### src/rtl/dot_product_seq_if.sv
// Operand-stream, multiplier-port and result-stream bundle for the dot-product sequencer.
// Latency: none; wires only.
// Backpressure: in_valid/in_ready and out_valid/out_ready handshakes; mul_start/mul_ready launch-and-wait.
interface dot_product_seq_if #(
  parameter int ACC_W = 24,
  parameter int LEN_W = 4
);
  logic             in_valid;
  logic             in_ready;
  logic [7:0]       in_a;
  logic [7:0]       in_b;
  logic             in_last;
  logic             mul_start;
  logic [7:0]       mul_a;
  logic [7:0]       mul_b;
  logic [15:0]      mul_product;
  logic             mul_ready;
  logic             out_valid;
  logic             out_ready;
  logic [ACC_W-1:0] out_sum;
  logic [LEN_W-1:0] out_len;
  logic             out_ovf;
  logic             out_trunc;

  // Sequencer side
  modport slave (
    input  in_valid, in_a, in_b, in_last, mul_product, mul_ready, out_ready,
    output in_ready, mul_start, mul_a, mul_b, out_valid, out_sum, out_len, out_ovf, out_trunc
  );

  // Environment side: operand source, multiplier and result sink
  modport master (
    output in_valid, in_a, in_b, in_last, mul_product, mul_ready, out_ready,
    input  in_ready, mul_start, mul_a, mul_b, out_valid, out_sum, out_len, out_ovf, out_trunc
  );
endinterface

### src/rtl/dot_product_seq.sv
// Dot-product sequencer: feeds (a,b) pairs to an external shift-add multiplier and accumulates the products.
// Latency: 11 cycles per element (handshake, ISSUE, 9 x WAIT); result valid 10 edges after the last input handshake.
// Backpressure: one pair in flight, in_ready low outside FETCH; result held in DONE until out_ready.
module dot_product_seq #(
  parameter int ACC_W = 24,
  parameter int LEN_W = 4
) (
  input  logic               clk,
  input  logic               reset,
  dot_product_seq_if.slave   bus
);

  typedef enum logic [1:0] {FETCH, ISSUE, WAIT, DONE} state_t;

  state_t           state;
  state_t           state_nxt;
  logic [7:0]       a_reg;
  logic [7:0]       b_reg;
  logic             last_reg;
  logic [ACC_W-1:0] acc;
  logic [LEN_W-1:0] count;
  logic             ovf;
  logic             trunc;

  logic [ACC_W:0]   acc_sum;
  logic [LEN_W-1:0] count_inc;
  logic             at_max;
  logic             in_rdy;
  logic             start;
  logic             res_vld;
  logic             take;
  logic             mul_done;
  logic             res_taken;

  // Extra top bit of the sum is the carry out of the accumulator.
  assign acc_sum   = {1'b0, acc} + (ACC_W+1)'(bus.mul_product);
  assign count_inc = count + LEN_W'(1);
  // Counter would reach its all-ones value: the vector is force-terminated there.
  assign at_max    = (count_inc == {LEN_W{1'b1}});

  assign take      = bus.in_valid && in_rdy;
  // mul_ready is only looked at in WAIT, i.e. always after our own mul_start.
  assign mul_done  = (state == WAIT) && bus.mul_ready;
  assign res_taken = res_vld && bus.out_ready;

  // State register.
  always_ff @(posedge clk) begin
    if (reset) state <= FETCH;
    else       state <= state_nxt;
  end

  // Next-state and handshake outputs; reset forces all handshakes inactive.
  always_comb begin
    state_nxt = state;
    in_rdy    = 1'b0;
    start     = 1'b0;
    res_vld   = 1'b0;
    case (state)
      FETCH: begin
        in_rdy = !reset;
        if (bus.in_valid) state_nxt = ISSUE;
      end
      ISSUE: begin
        start     = !reset;
        state_nxt = WAIT;
      end
      WAIT: begin
        if (bus.mul_ready) state_nxt = (last_reg || at_max) ? DONE : FETCH;
      end
      DONE: begin
        res_vld = !reset;
        if (bus.out_ready) state_nxt = FETCH;
      end
      default: state_nxt = FETCH;
    endcase
  end

  // Operand capture, accumulation and per-vector status; cleared when the result is taken.
  always_ff @(posedge clk) begin
    if (reset) begin
      a_reg    <= '0;
      b_reg    <= '0;
      last_reg <= 1'b0;
      acc      <= '0;
      count    <= '0;
      ovf      <= 1'b0;
      trunc    <= 1'b0;
    end else begin
      if (take) begin
        a_reg    <= bus.in_a;
        b_reg    <= bus.in_b;
        last_reg <= bus.in_last;
      end
      if (mul_done) begin
        acc   <= acc_sum[ACC_W-1:0];
        ovf   <= ovf | acc_sum[ACC_W];
        count <= count_inc;
        if (at_max) trunc <= 1'b1;
      end
      if (res_taken) begin
        acc   <= '0;
        count <= '0;
        ovf   <= 1'b0;
        trunc <= 1'b0;
      end
    end
  end

  assign bus.in_ready  = in_rdy;
  assign bus.mul_start = start;
  assign bus.mul_a     = a_reg;
  assign bus.mul_b     = b_reg;
  assign bus.out_valid = res_vld;
  assign bus.out_sum   = acc;
  assign bus.out_len   = count;
  assign bus.out_ovf   = ovf;
  assign bus.out_trunc = trunc;

endmodule

### src/flat_wrapper.sv
// flat-port wrapper written by rule: the top's interface ports become plain ports
module dot_product_seq_flat 
#(
  parameter int ACC_W = 24,
  parameter int LEN_W = 4
)
  (clk, reset, bus_in_valid, bus_in_a, bus_in_b, bus_in_last, bus_mul_product, bus_mul_ready, bus_out_ready, bus_in_ready, bus_mul_start, bus_mul_a, bus_mul_b, bus_out_valid, bus_out_sum, bus_out_len, bus_out_ovf, bus_out_trunc);
  dot_product_seq_if #(.ACC_W(ACC_W), .LEN_W(LEN_W)) bus_i ();
  input  logic clk;
  input  logic reset;
  input wire logic [$bits(bus_i.in_valid)-1:0] bus_in_valid;
  input wire logic [$bits(bus_i.in_a)-1:0] bus_in_a;
  input wire logic [$bits(bus_i.in_b)-1:0] bus_in_b;
  input wire logic [$bits(bus_i.in_last)-1:0] bus_in_last;
  input wire logic [$bits(bus_i.mul_product)-1:0] bus_mul_product;
  input wire logic [$bits(bus_i.mul_ready)-1:0] bus_mul_ready;
  input wire logic [$bits(bus_i.out_ready)-1:0] bus_out_ready;
  output wire logic [$bits(bus_i.in_ready)-1:0] bus_in_ready;
  output wire logic [$bits(bus_i.mul_start)-1:0] bus_mul_start;
  output wire logic [$bits(bus_i.mul_a)-1:0] bus_mul_a;
  output wire logic [$bits(bus_i.mul_b)-1:0] bus_mul_b;
  output wire logic [$bits(bus_i.out_valid)-1:0] bus_out_valid;
  output wire logic [$bits(bus_i.out_sum)-1:0] bus_out_sum;
  output wire logic [$bits(bus_i.out_len)-1:0] bus_out_len;
  output wire logic [$bits(bus_i.out_ovf)-1:0] bus_out_ovf;
  output wire logic [$bits(bus_i.out_trunc)-1:0] bus_out_trunc;
  assign bus_i.in_valid = bus_in_valid;
  assign bus_i.in_a = bus_in_a;
  assign bus_i.in_b = bus_in_b;
  assign bus_i.in_last = bus_in_last;
  assign bus_i.mul_product = bus_mul_product;
  assign bus_i.mul_ready = bus_mul_ready;
  assign bus_i.out_ready = bus_out_ready;
  assign bus_in_ready = bus_i.in_ready;
  assign bus_mul_start = bus_i.mul_start;
  assign bus_mul_a = bus_i.mul_a;
  assign bus_mul_b = bus_i.mul_b;
  assign bus_out_valid = bus_i.out_valid;
  assign bus_out_sum = bus_i.out_sum;
  assign bus_out_len = bus_i.out_len;
  assign bus_out_ovf = bus_i.out_ovf;
  assign bus_out_trunc = bus_i.out_trunc;
  dot_product_seq #(.ACC_W(ACC_W), .LEN_W(LEN_W)) u_core (.clk(clk), .reset(reset), .bus(bus_i));
endmodule
### config.mk
export PLATFORM = sky130hd
export DESIGN_NAME = dot_product_seq_flat
export DESIGN_NICKNAME = d
export VERILOG_FILES = /design/src/rtl/dot_product_seq_if.sv /design/src/rtl/dot_product_seq.sv /design/src/flat_wrapper.sv
export SDC_FILE = /design/constraint.sdc
export NUM_CORES = 1
export LEC_CHECK = 0
export ABC_AREA = 0
export BUFFER_PORTS_ARGS = -buffer_cell sky130_fd_sc_hd__buf_4
export CORE_MARGIN = 10
export CORE_UTILIZATION = 56
export CTS_CLUSTER_DIAMETER = 60
export DETAILED_ROUTE_END_ITERATION = 10
export PLACE_DENSITY_LB_ADDON = 0.08
export SETUP_SLACK_MARGIN = 0.2
export SYNTH_ARGS = -nofsm -noshare
export SYNTH_HDL_FRONTEND = slang
export SYNTH_SLANG_ARGS = --single-unit
### constraint.sdc
create_clock -name clk -period 6.81 [get_ports clk]
set_input_delay 1.362 -clock clk [delete_from_list [all_inputs] [get_ports clk]]
set_output_delay 1.362 -clock clk [all_outputs]
set_load 0.02 [all_outputs]
# Yosys cells after proc, flatten, opt, wreduce, memory -nomap -nowiden
# Index checks and enable logic that the tools add are counted.
[classes]
muxes = 8
shift = 0
bitwise_logic = 1
n_eq_ne = 7
n_reduce_logical = 9
addsub = 2
n_mul = 0
n_div = 0
magnitude_cmp = 0
[op_table]
columns = ["operator", "n"]
rows = [
  ["$add A24 B16 Y25", 1],
  ["$mux W2", 4],
  ["$pmux W2 S4", 1],
  ["$ne A2 B2 Y1 const B", 3],
  ["$add A4 B1 Y4 const B", 1],
  ["$eq A2 B2 Y1 const B", 2],
  ["$eq A4 B4 Y1 const B", 1],
  ["$logic_and A1 B1 Y1", 3],
  ["$mux W1", 3],
  ["$reduce_and A3 Y1", 1],
  ["$eq A2 B1 Y1 const B", 1],
  ["$logic_not A2 Y1", 1],
  ["$reduce_and A2 Y1", 1],
  ["$reduce_or A2 Y1", 1],
  ["$logic_not A1 Y1", 1],
  ["$logic_or A1 B1 Y1", 1],
  ["$or A1 B1 Y1", 1],
]
[totals]
rom_bits = 0
out_inout_bits = 49
latch_bits = 0
mem_count = 0
word_cells = 35
ram_bits = 0
register_bits = 49
inputBits = 38

# Depth between registers and ports, before layout
# Gate-level depths: netlist (run 1).
[logic_depth]
ltp_word = 6
mapped_depth = 9
depth_no_buf = 9

# Least setup slack after synthesis (run 1)
# Ideal clock, no wire load.
[synth_timing]
path_kind = "input to output"
start = "input reset"
end = "output bus_mul_start"
arrival_ns = 1.979
required_time_ns = 5.448
path_buffers = 1
path_stages = 2
setup_slack_ns = 3.469
cell_sequence = "clkbuf_1 -> nor3_1"
[synth_between]
elab_chain_len = 2
[synth_rtl]
columns = ["element", "line_no", "rtl"]
rows = [
  ["start: declaration", "flat_wrapper.sv:10", "input logic reset;"],
  ["$logic_not A1 Y1", "dot_product_seq.sv:64", "start = !reset;"],
  ["$mux W1", "dot_product_seq.sv:58", "case (state)"],
  ["end: declaration", "flat_wrapper.sv:19", "output wire logic [$bits(bus_i.mul_start)-1:0] bus_mul_start;"],
]
# Every way passes these cells.

# Worst setup path in the final report (run 1)
[layout_timing]
start = "input reset"
end = "output bus_in_ready"
[layout_between]
elab_chain_len = 2
[layout_rtl]
columns = ["element", "line_no", "rtl"]
rows = [
  ["$logic_not A1 Y1", "dot_product_seq.sv:60", "in_rdy = !reset;"],
  ["$mux W1", "dot_product_seq.sv:58", ""],
  ["end: declaration", "flat_wrapper.sv:18", "output wire logic [$bits(bus_i.in_ready)-1:0] bus_in_ready;"],
]
# Every way passes these cells.

==> results.json, run 1 <==
{
  "status": "completed",
  "cts_setup_buffers": 0,
  "p_sw_w": 0.000192,
  "gp_congestion": 0.866,
  "hp-class": "reg -> reg",
  "io_buffers": 86,
  "critPathArrivalTime_ps": 1960,
  "drtIter0Drc": 114,
  "hold_buffers": 0,
  "clkTransAtPathRegs_ps": 90,
  "leakage_nw": 1.55,
  "drive_gt1_share_pct": 23.6,
  "p_comb_share_pct": 20.7,
  "gr-total-overflow": 0,
  "timing.critical_path.from_type": "primary input",
  "grt_pass1_vias": 2752,
  "dieArea_um2": 8530,
  "r2r_cells": 9,
  "num_rows": 26,
  "vias": 2921,
  "fmax_mhz": 301,
  "power.density_nw_per_um2": 178,
  "cts.sinks": 49,
  "synth_edf_count": 0,
  "clkPwrFrac_pct": 32.2,
  "p_int_w": 0.000471,
  "ioPinCount": 87,
  "setup_viol": 0,
  "hold_viol_final": 0,
  "power_frac_seq_pct": 47.1,
  "rsz0062_at_grt": "no",
  "place_hpwl_mm": 5.95,
  "fin_skew_ps": 7.58,
  "syn-cell-area_um2": 2930,
  "finish.utilization_pct": 73.2,
  "synth_nets": 428,
  "dieHeight_um": 92.3,
  "syn_avg_cell_area_um2": 7.90,
  "reg2reg_setup_slack_ps": 4320,
  "synth-seq-cells": 49,
  "antenna_found_initial": 0,
  "cts_resized": 0,
  "start_util_pct": 57.7,
  "ir_worst_vdd_mv": 0.122,
  "fin_nets": 505,
  "fin_crit_ps": 3320,
  "cts_tree": "built",
  "holdPathStages": 2,
  "yosysSeqAreaShare_pct": 33.5,
  "clk_latency_ps": 310,
  "holdPathEnd": "u_core.bus.out_ovf",
  "cts_max_level": 2,
  "setup_tns_ps": 0,
  "cts_root_buffer": "clkbuf_8",
  "drv_slew": 0,
  "grt_pass1_wl_mm": 12.7,
  "post-route-drc-count": 0,
  "fin_crit_sh_pct": 48.7,
  "fillers": 452,
  "yosysUniqueCellTypes": 53,
  "wl_per_cell_um": 15.1,
  "cts_made_buffers": 5,
  "worstHoldStart": "u_core.bus.out_ovf",
  "synth_warnings": 0,
  "dieWidth_um": 92.3,
  "synth_ff_type": "dfxtp_1",
  "synthesis.instances": 371,
  "ant_nets": 0,
  "drt_first_pass_iters": 4,
  "clk_path_buf_depth": 2,
  "grt_usage_pct": 17.8,
  "tightest_slew_ps": 921,
  "synthArstFlopShare_pct": 0,
  "crit_fanout": 24,
  "largest_reg_flops": 24,
  "r2r-end": "u_core.bus.out_sum[18]",
  "p_sw_share_pct": 28.9,
  "totalWireLength_mm": 7.84,
  "viasPerCell": 5.63,
  "grt_max_degree": 35,
  "crit_required_ps": 5450,
  "r2r-start": "u_core.bus.out_sum[0]",
  "syn2layout_area_growth_pct": 26.8,
  "cp-end-kind": "primary output",
  "core_area_um2": 5070,
  "crit_type": "in -> out",
  "drv_cap": 0,
  "maxSlewHeadroom_pct": 38.6,
  "antenna_cells": 0
}
cells in the mapped netlist, types with 2 or more instances:
master    instances  area [um^2]
a21o_1            5         37.5
ha_1             18          225
a31oi_1           5         31.3
o21a_1            6         45.0
a211oi_1          7         52.6
a21oi_1          34          170
nand4_1           4         25.0
or3_1             4         25.0
buf_2             3         15.0
buf_4             2         15.0
nand2_1          55          206
mux2i_1           5         50.1
dfxtp_1          49          981
nor3_1           14         70.1
inv_1            10         37.5
o31a_1            2         17.5
clkbuf_1         11         41.3
xnor2_1           8         70.1
nor2b_1           3         18.8
o21ai_0          36          180
and2_1            2         12.5
nor3_2            2         20.0
o211ai_1          4         30.0
nand3_1          13         65.1
o21bai_1          2         15.0
nor2_1           15         56.3
nor3b_1           2         15.0
nand2b_1         20          125
buf_1             2         7.51
o31ai_1           4         30.0
and3_1            2         12.5
layout by cell type (no fill, tap or decap), types with 3 or more instances in the layout:
master / synthesis / layout
nand4_1: 4 / 4
o31ai_1: 4 / 4
or3_1: 4 / 4
nand2b_1: 20 / 20
o211ai_1: 4 / 4
a21o_1: 5 / 5
a21oi_1: 34 / 34
nor2b_1: 3 / 3
nand2_1: 55 / 55
nand3_1: 13 / 13
a211oi_1: 7 / 7
nor3_1: 14 / 14
xnor2_1: 8 / 8
a31oi_1: 5 / 5
inv_1: 10 / 10
o21a_1: 6 / 6
buf_4: 2 / 88
clkbuf_8: 0 / 5
nor2_1: 15 / 15
ha_1: 18 / 18
o21ai_0: 36 / 36
mux2i_1: 5 / 5
dfxtp_1: 49 / 49
worst max-delay path by stage:
stage	startpoint	end	slack, ps	depth (start not counted)
2_1_floorplan	reset	bus_mul_start	3470	2
3_3_place_gp	bus_mul_product[0]	u_core.bus.out_sum[18]	3370	10
3_5_place_dp	bus_mul_product[0]	u_core.bus.out_sum[18]	3320	10
4_1_cts	reset	bus_in_ready	3480	3
5_1_grt	bus_mul_product[0]	u_core.bus.out_sum[18]	3450	10
6_report	reset	bus_in_ready	3490	3
kinds of logic (layout without fill, tap and decap cells):
family,count (synthesis),in the layout,synth area share (%)
AOI/OAI and AO/OA,117,117,25.1
buffers and inverters,28,106,3.97
DFF,49,49,33.5
xor gates and xnor gates,9,9,2.69
adders and majority gates,19,19,8.37
muxes,5,5,1.71
and+or+nand+nor,144,144,24.7
final cells by class:
class	count	area, um^2	area share (%)
multi-input combinational	294	1840	49.4
sequential	49	981	26.4
timing repair buffer	88	661	17.8
tap	70	87.6	2.36
clock buffer	5	68.8	1.85
clock inverter	3	43.8	1.18
inverter	10	37.5	1.01
power by group through the flow:
stage               clock network [W]   logic, W  registers, W
finish                       0.000214   0.000137      0.000312
global route                 0.000229   0.000150      0.000314
CTS                          0.000218   0.000138      0.000312
detailed placement                  0   0.000137      0.000319
global placement                    0   0.000134      0.000318
floorplan                           0  0.0000688      0.000332
critical path: stages:
cell    delay [ps]
buf_4          180
nor3_1         220
buf_4          190
layer usage:
layer  global-route usage (%)  part of all wire, %
met2                     29.6                   48
met3                     8.15                  9.3
met5                        0                    0
met1                     20.0                   42
met4                     5.01                  1.1
metrics by stage:
step	instance area (um^2)	cells	hold WS, ps	total power, W	setup WS (ps)
3_5_place_dp	3600	511	451	0.000456	3320
3_3_place_gp	3600	511	449	0.000452	3370
5_1_grt	3720	519	497	0.000693	3450
2_1_floorplan	2930	371	449	0.000401	3470
6_report	3720	519	462	0.000663	3490
4_1_cts	3720	519	465	0.000668	3480
No activity file was read; power rests on OpenSTA's default activity.
==> run 2: changes to the inputs <==
--- a/config.mk
+++ b/config.mk
@@ -8,7 +8,7 @@
 export ABC_AREA = 0
 export BUFFER_PORTS_ARGS = -buffer_cell sky130_fd_sc_hd__buf_4
 export CORE_MARGIN = 10
-export CORE_UTILIZATION = 56
+export CORE_UTILIZATION = 52
 export CTS_CLUSTER_DIAMETER = 60
 export DETAILED_ROUTE_END_ITERATION = 10
 export PLACE_DENSITY_LB_ADDON = 0.08
==> constraint.sdc (replaced) <==
create_clock -name clk -period 3.2 [get_ports clk]
set_input_delay 0.64 -clock clk [delete_from_list [all_inputs] [get_ports clk]]
set_output_delay 0.64 -clock clk [all_outputs]
set_load 0.02 [all_outputs]
==> results.json, run 2 (same netlist as run 1, synthesis figures left out) <==
{
  "drtIter0Drc": 135,
  "cts_root_buffer": "clkbuf_8",
  "cp-end-kind": "register",
  "hold_buffers": 0,
  "cts_max_level": 2,
  "ir_worst_vdd_mv": 0.227,
  "hold_viol_final": 0,
  "core_area_um2": 5470,
  "crit_chain": "buf_4 > ha_1 > inv_1 > fa_1 > nor2b_1 > o31a_1 > o31ai_1 > a21boi_1 > o21ai_0 > mux2i_1",
  "post-route-drc-count": 0,
  "fin_crit_sh_pct": 79.6,
  "vias": 2930,
  "antenna_cells": 0,
  "syn2layout_area_growth_pct": 26.8,
  "grt_max_degree": 35,
  "drv_cap": 0,
  "cts_tree": "built",
  "dieHeight_um": 95.1,
  "clk_path_buf_depth": 2,
  "met3_length_um": 800,
  "setup_tns_ps": 0,
  "gr-total-overflow": 0,
  "grt_pass1_vias": 2758,
  "crit_fanout": 4,
  "grt_pass1_wl_mm": 12.7,
  "drv_slew": 0,
  "grt_usage_pct": 16.9,
  "critPathArrivalTime_ps": 2770,
  "fin_area_um2": 3710,
  "crit_slowest_cell": "o31ai_1",
  "viasPerCell": 5.59,
  "max_stage_delay_ps": 460,
  "setup_viol": 0,
  "fmax_mhz": 393,
  "drive_gt1_share_pct": 23.9,
  "num_rows": 27,
  "ioPinCount": 87,
  "fin_crit_ps": 2550,
  "start_util_pct": 53.5,
  "hp-class": "reg -> reg",
  "wl_met2_mm": 3.55,
  "cts_made_buffers": 5,
  "wl_per_cell_um": 14.7,
  "fin_nets": 508,
  "place_hpwl_mm": 5.94,
  "leakage_nw": 1.55,
  "clkTransAtPathRegs_ps": 90,
  "path_delay_family": "compound AO/OA/AOI/OAI gates",
  "totalWireLength_mm": 7.71,
  "status": "completed",
  "io_buffers": 86,
  "final_common_cell": "buf_4",
  "largest_reg_flops": 24,
  "top_layer": "met4",
  "maxSlewHeadroom_pct": 61.7,
  "crit_required_ps": 3430,
  "wl_met1_mm": 3.26,
  "dieArea_um2": 9040,
  "crit_type": "in -> reg",
  "ant_nets": 0,
  "drt_first_pass_iters": 5,
  "crit_buf_inv": 2,
  "fin_skew_ps": 4.58,
  "tightest_slew_ps": 573,
  "antenna_found_initial": 0,
  "placed_area_um2": 3630,
  "cts_resized": 0,
  "gp_congestion": 0.854,
  "cts.sinks": 49,
  "rsz0062_at_grt": "no",
  "timing.critical_path.from_type": "primary input",
  "dieWidth_um": 95.1,
  "cts_setup_buffers": 0,
  "power.density_nw_per_um2": 357,
  "clk_latency_ps": 300,
  "final_cell_mix": "91 x buf_4, 55 x nand2_1, 49 x dfxtp_1"
}
==> run 2: cell count changes in the layout (fill, tap and decap cells not counted), sizes merged <==
cell    change
clkbuf      +1
bufinv      -1
buf         +3
==> run 2: report_power, final <==
| group | leakage (nW) | switching (W) | internal (W) |
|---|---|---|---|
| Combinational | 1.10 | 0.000161 | 0.000130 |
| Clock | 0.0456 | 0.000213 | 0.000156 |
| Sequential | 0.399 | 0.0000247 | 0.000640 |
| Total | 1.55 | 0.000399 | 0.000927 |
==> run 2: stage by stage <==
step	power (W)	hold slack, ps	utilization, %	setup slack, ps	instances
after floorplan	0.000853	449	-	834	371
after global placement	0.000966	443	66.3	488	516
after detailed placement	0.000972	447	66.3	407	516
after CTS	0.00134	464	67.9	714	524
after global routing	0.00140	492	67.9	526	524
final	0.00133	461	67.9	652	524
==> run 2: final cells by class <==
class                   instances  area (um^2)
multi-input cells             294         1840
flip-flops and latches         49          981
clock inverters                 2         13.8
well taps                      72         90.1
inverters                      10         37.5
fillers                       487         1760
repair buffers                 91          683
clock buffers                   6         72.6
==> run 2: metal layers <==
| metal | track usage [%] | up-vias |
|---|---|---|
| met1 | 19.7 | 1322 |
| li1 | - | 1491 |
| met5 | 0 | - |
| met4 | 5.36 | 0 |
| met2 | 27.5 | 107 |
| met3 | 6.99 | 10 |
==> run 2: worst register-to-register path, stage by stage, from the launching register on <==
cell      delay [ps]
dfxtp_1          340
ha_1             220
inv_1             70
fa_1             200
nor2b_1           70
o31a_1           270
o31ai_1          460
a21boi_1         260
o21ai_0          280
mux2i_1          220
==> run 2: worst paths after layout <==
kind | startpoint | end | slack [ps] | cells past startpoint
worst min-delay path | u_core.bus.out_ovf | u_core.bus.out_ovf | 460 | 2
worst min register to register | u_core.bus.out_ovf | u_core.bus.out_ovf | 460 | 2
worst max-delay path | bus_mul_product[0] | u_core.bus.out_sum[18] | 650 | 10
worst max register to register | u_core.bus.out_sum[0] | u_core.bus.out_sum[18] | 740 | 9
==> run 3: changes to the inputs <==
--- a/config.mk
+++ b/config.mk
@@ -5,10 +5,10 @@
 export SDC_FILE = /design/constraint.sdc
 export NUM_CORES = 1
 export LEC_CHECK = 0
-export ABC_AREA = 0
+export ABC_AREA = 1
 export BUFFER_PORTS_ARGS = -buffer_cell sky130_fd_sc_hd__buf_4
 export CORE_MARGIN = 10
-export CORE_UTILIZATION = 52
+export CORE_UTILIZATION = 53
 export CTS_CLUSTER_DIAMETER = 60
 export DETAILED_ROUTE_END_ITERATION = 10
 export PLACE_DENSITY_LB_ADDON = 0.08
==> constraint.sdc (replaced) <==
create_clock -name clk -period 2.4 [get_ports clk]
set_input_delay 0.48 -clock clk [delete_from_list [all_inputs] [get_ports clk]]
set_output_delay 0.48 -clock clk [all_outputs]
set_load 0.02 [all_outputs]
==> results.json, run 3 <==
{
  "status": "completed",
  "multi_input_area_um2": 1830,
  "r2r-start": "u_core.bus.out_sum[0]",
  "synth_edf_count": 0,
  "grt_max_degree": 35,
  "maxSlewHeadroom_pct": 68.7,
  "path_delay_family": "simple AND/OR/NAND/NOR gates",
  "fin_crit_ps": 1940,
  "fin_nets": 645,
  "tightest_slew_ps": 469,
  "core_area_um2": 5850,
  "ir_worst_vdd_mv": 0.335,
  "cts_tree": "built",
  "cts_setup_buffers": 0,
  "yosysSeqAreaShare_pct": 31.0,
  "place_hpwl_mm": 6.72,
  "crit_fanout": 3,
  "totalWireLength_mm": 8.46,
  "syn-cell-area_um2": 3170,
  "hp-class": "in -> reg",
  "cts_max_level": 2,
  "cp-end-kind": "register",
  "path_common_cell": "nand2_1",
  "leakage_nw": 2.16,
  "seqCellArea_um2": 982,
  "fillers": 552,
  "fmax_mhz": 516,
  "start_util_pct": 54.2,
  "timing.critical_path.from_type": "register",
  "rsz0062_at_grt": "no",
  "cp.depth": 14,
  "synth-seq-cells": 49,
  "viasPerCell": 4.98,
  "max_stage_delay_ps": 390,
  "hold_buffers": 0,
  "dieArea_um2": 9470,
  "largest_reg_flops": 24,
  "gr-total-overflow": 0,
  "num_rows": 28,
  "cts.sinks": 49,
  "synth_commonest_cells": "172 x nand2_1, 76 x inv_1, 49 x dfxtp_1",
  "setup_tns_ps": 0,
  "holdPathStages": 3,
  "drive_gt1_share_pct": 19.0,
  "synth_most_common_cell": "nand2_1",
  "yosys.area.top_type_share_pct": 31.0,
  "place_ws_ps": 196,
  "clkTransAtPathRegs_ps": 100,
  "drtIter0Drc": 129,
  "crit_required_ps": 2650,
  "synth_warnings": 0,
  "critPathLaunch": "u_core.bus.out_sum[0]",
  "critPathArrivalTime_ps": 2190,
  "dieWidth_um": 97.3,
  "setup_viol": 0,
  "grt_pass1_vias": 3209,
  "synthTopCellsByArea": "dfxtp_1 31%, nand2_1 20%, inv_1 9.0%",
  "synth_ff_type": "dfxtp_1",
  "synthArstFlopShare_pct": 0,
  "hold_viol_final": 0,
  "antenna_found_initial": 0,
  "setup_ws_ps": 460,
  "final_common_cell": "nand2_1",
  "cts_made_buffers": 5,
  "vias": 3305,
  "syn2layout_area_growth_pct": 25.7,
  "ioPinCount": 87,
  "clk_path_buf_depth": 2,
  "wl_per_cell_um": 12.7,
  "grt_usage_pct": 17.2,
  "drv_slew": 0,
  "crit_buf_inv": 2,
  "antenna_cells": 0,
  "worstHoldStart": "bus_in_b[4]",
  "crit_chain": "ha_2 > inv_1 > fa_1 > inv_1 > nand3_1 > nand3_2 > nand2_1 > nand2_1 > nand2_1 > nand2_1 > nand2_1 > nand2_1 > nand2_1 > nor2_1",
  "r2r_cells": 14,
  "fin_skew_ps": 7.81,
  "synth_nets": 561,
  "fin_crit_sh_pct": 80.8,
  "post-route-drc-count": 0,
  "grt_pass1_wl_mm": 14.1,
  "clk_latency_ps": 310,
  "final_cell_mix": "172 x nand2_1, 90 x buf_4, 76 x inv_1",
  "crit_type": "reg -> reg",
  "dieHeight_um": 97.3,
  "ant_nets": 0,
  "yosysTopAreaCell": "dfxtp_1",
  "gp_congestion": 0.930,
  "crit_slowest_cell": "fa_1",
  "yosysUniqueCellTypes": 29,
  "cts_root_buffer": "clkbuf_8",
  "power.density_nw_per_um2": 585,
  "drv_cap": 0,
  "io_buffers": 86,
  "syn_avg_cell_area_um2": 6.29,
  "drt_first_pass_iters": 4,
  "synthesis.instances": 504
}
[run 3: final timing paths]
check	endpoint	slack [ps]
max	u_core.bus.out_sum[16]	460
min	u_core.bus.mul_b[4]	360
max reg2reg	u_core.bus.out_sum[16]	460
min reg2reg	u_core.bus.out_sum[0]	480
[run 3: what timing repair did]
| action | 4_1_cts | 5_1_grt |
|---|---|---|
| resized for setup | 0 | 3 |
| hold endpoints to repair | 0 | 0 |
| setup endpoints to repair | 0 | 3 |
[run 3: worst register-to-register path, delay by kind of cell (launching register included)]
kind                       cells  cell delay, ps
buffers and inverters          2             160
adders and majority gates      2             600
and+or+nand+nor               10             760
DFF                            1             360
[run 3: cell families after synthesis]
group | count (synthesis) | share of synthesized area (%)
compound gates | 73 | 12.8
buf+inv | 91 | 11.7
flops | 49 | 31.0
xor+xnor | 9 | 2.49
fa+ha+maj | 19 | 7.74
simple gates | 263 | 34.3
[run 3: final cells by class]
| type | count | area share, % |
|---|---|---|
| multi-input cells | 364 | 45.8 |
| flip-flops and latches | 49 | 24.7 |
| repair buffers | 90 | 17.0 |
| inverters | 78 | 7.35 |
| well taps | 75 | 2.36 |
| clock buffers | 5 | 1.73 |
| clock inverters | 3 | 1.10 |
[run 3: stage by stage]
stage / hold WS (ps) / util (%) / power (W) / cell area [um^2] / instances
after detailed placement: 471 / 66.0 / 0.00172 / 3860 / 656
after global routing: 360 / 68.1 / 0.00247 / 3980 / 664
after CTS: 354 / 67.9 / 0.00235 / 3970 / 664
after floorplan: 457 / - / 0.00146 / 3170 / 504
final: 356 / 68.1 / 0.00233 / 3980 / 664
after global placement: 442 / 66.0 / 0.00171 / 3860 / 656
[run 3: power by group]
group / switching (W) / internal [W]
Sequential: 0.0000558 / 0.000891
Clock: 0.000314 / 0.000313
Combinational: 0.000458 / 0.000297
[run 3: per-layer routing]
| metal | vias up | part of all wire, % | GRT usage [%] |
|---|---|---|---|
| met1 | 1461 | 41 | 18.7 |
| met2 | 92 | 48 | 29.5 |
| li1 | 1737 | - | - |
| met5 | - | 0 | 0 |
| met4 | 0 | 2.0 | 6.26 |
| met3 | 15 | 9.1 | 6.90 |
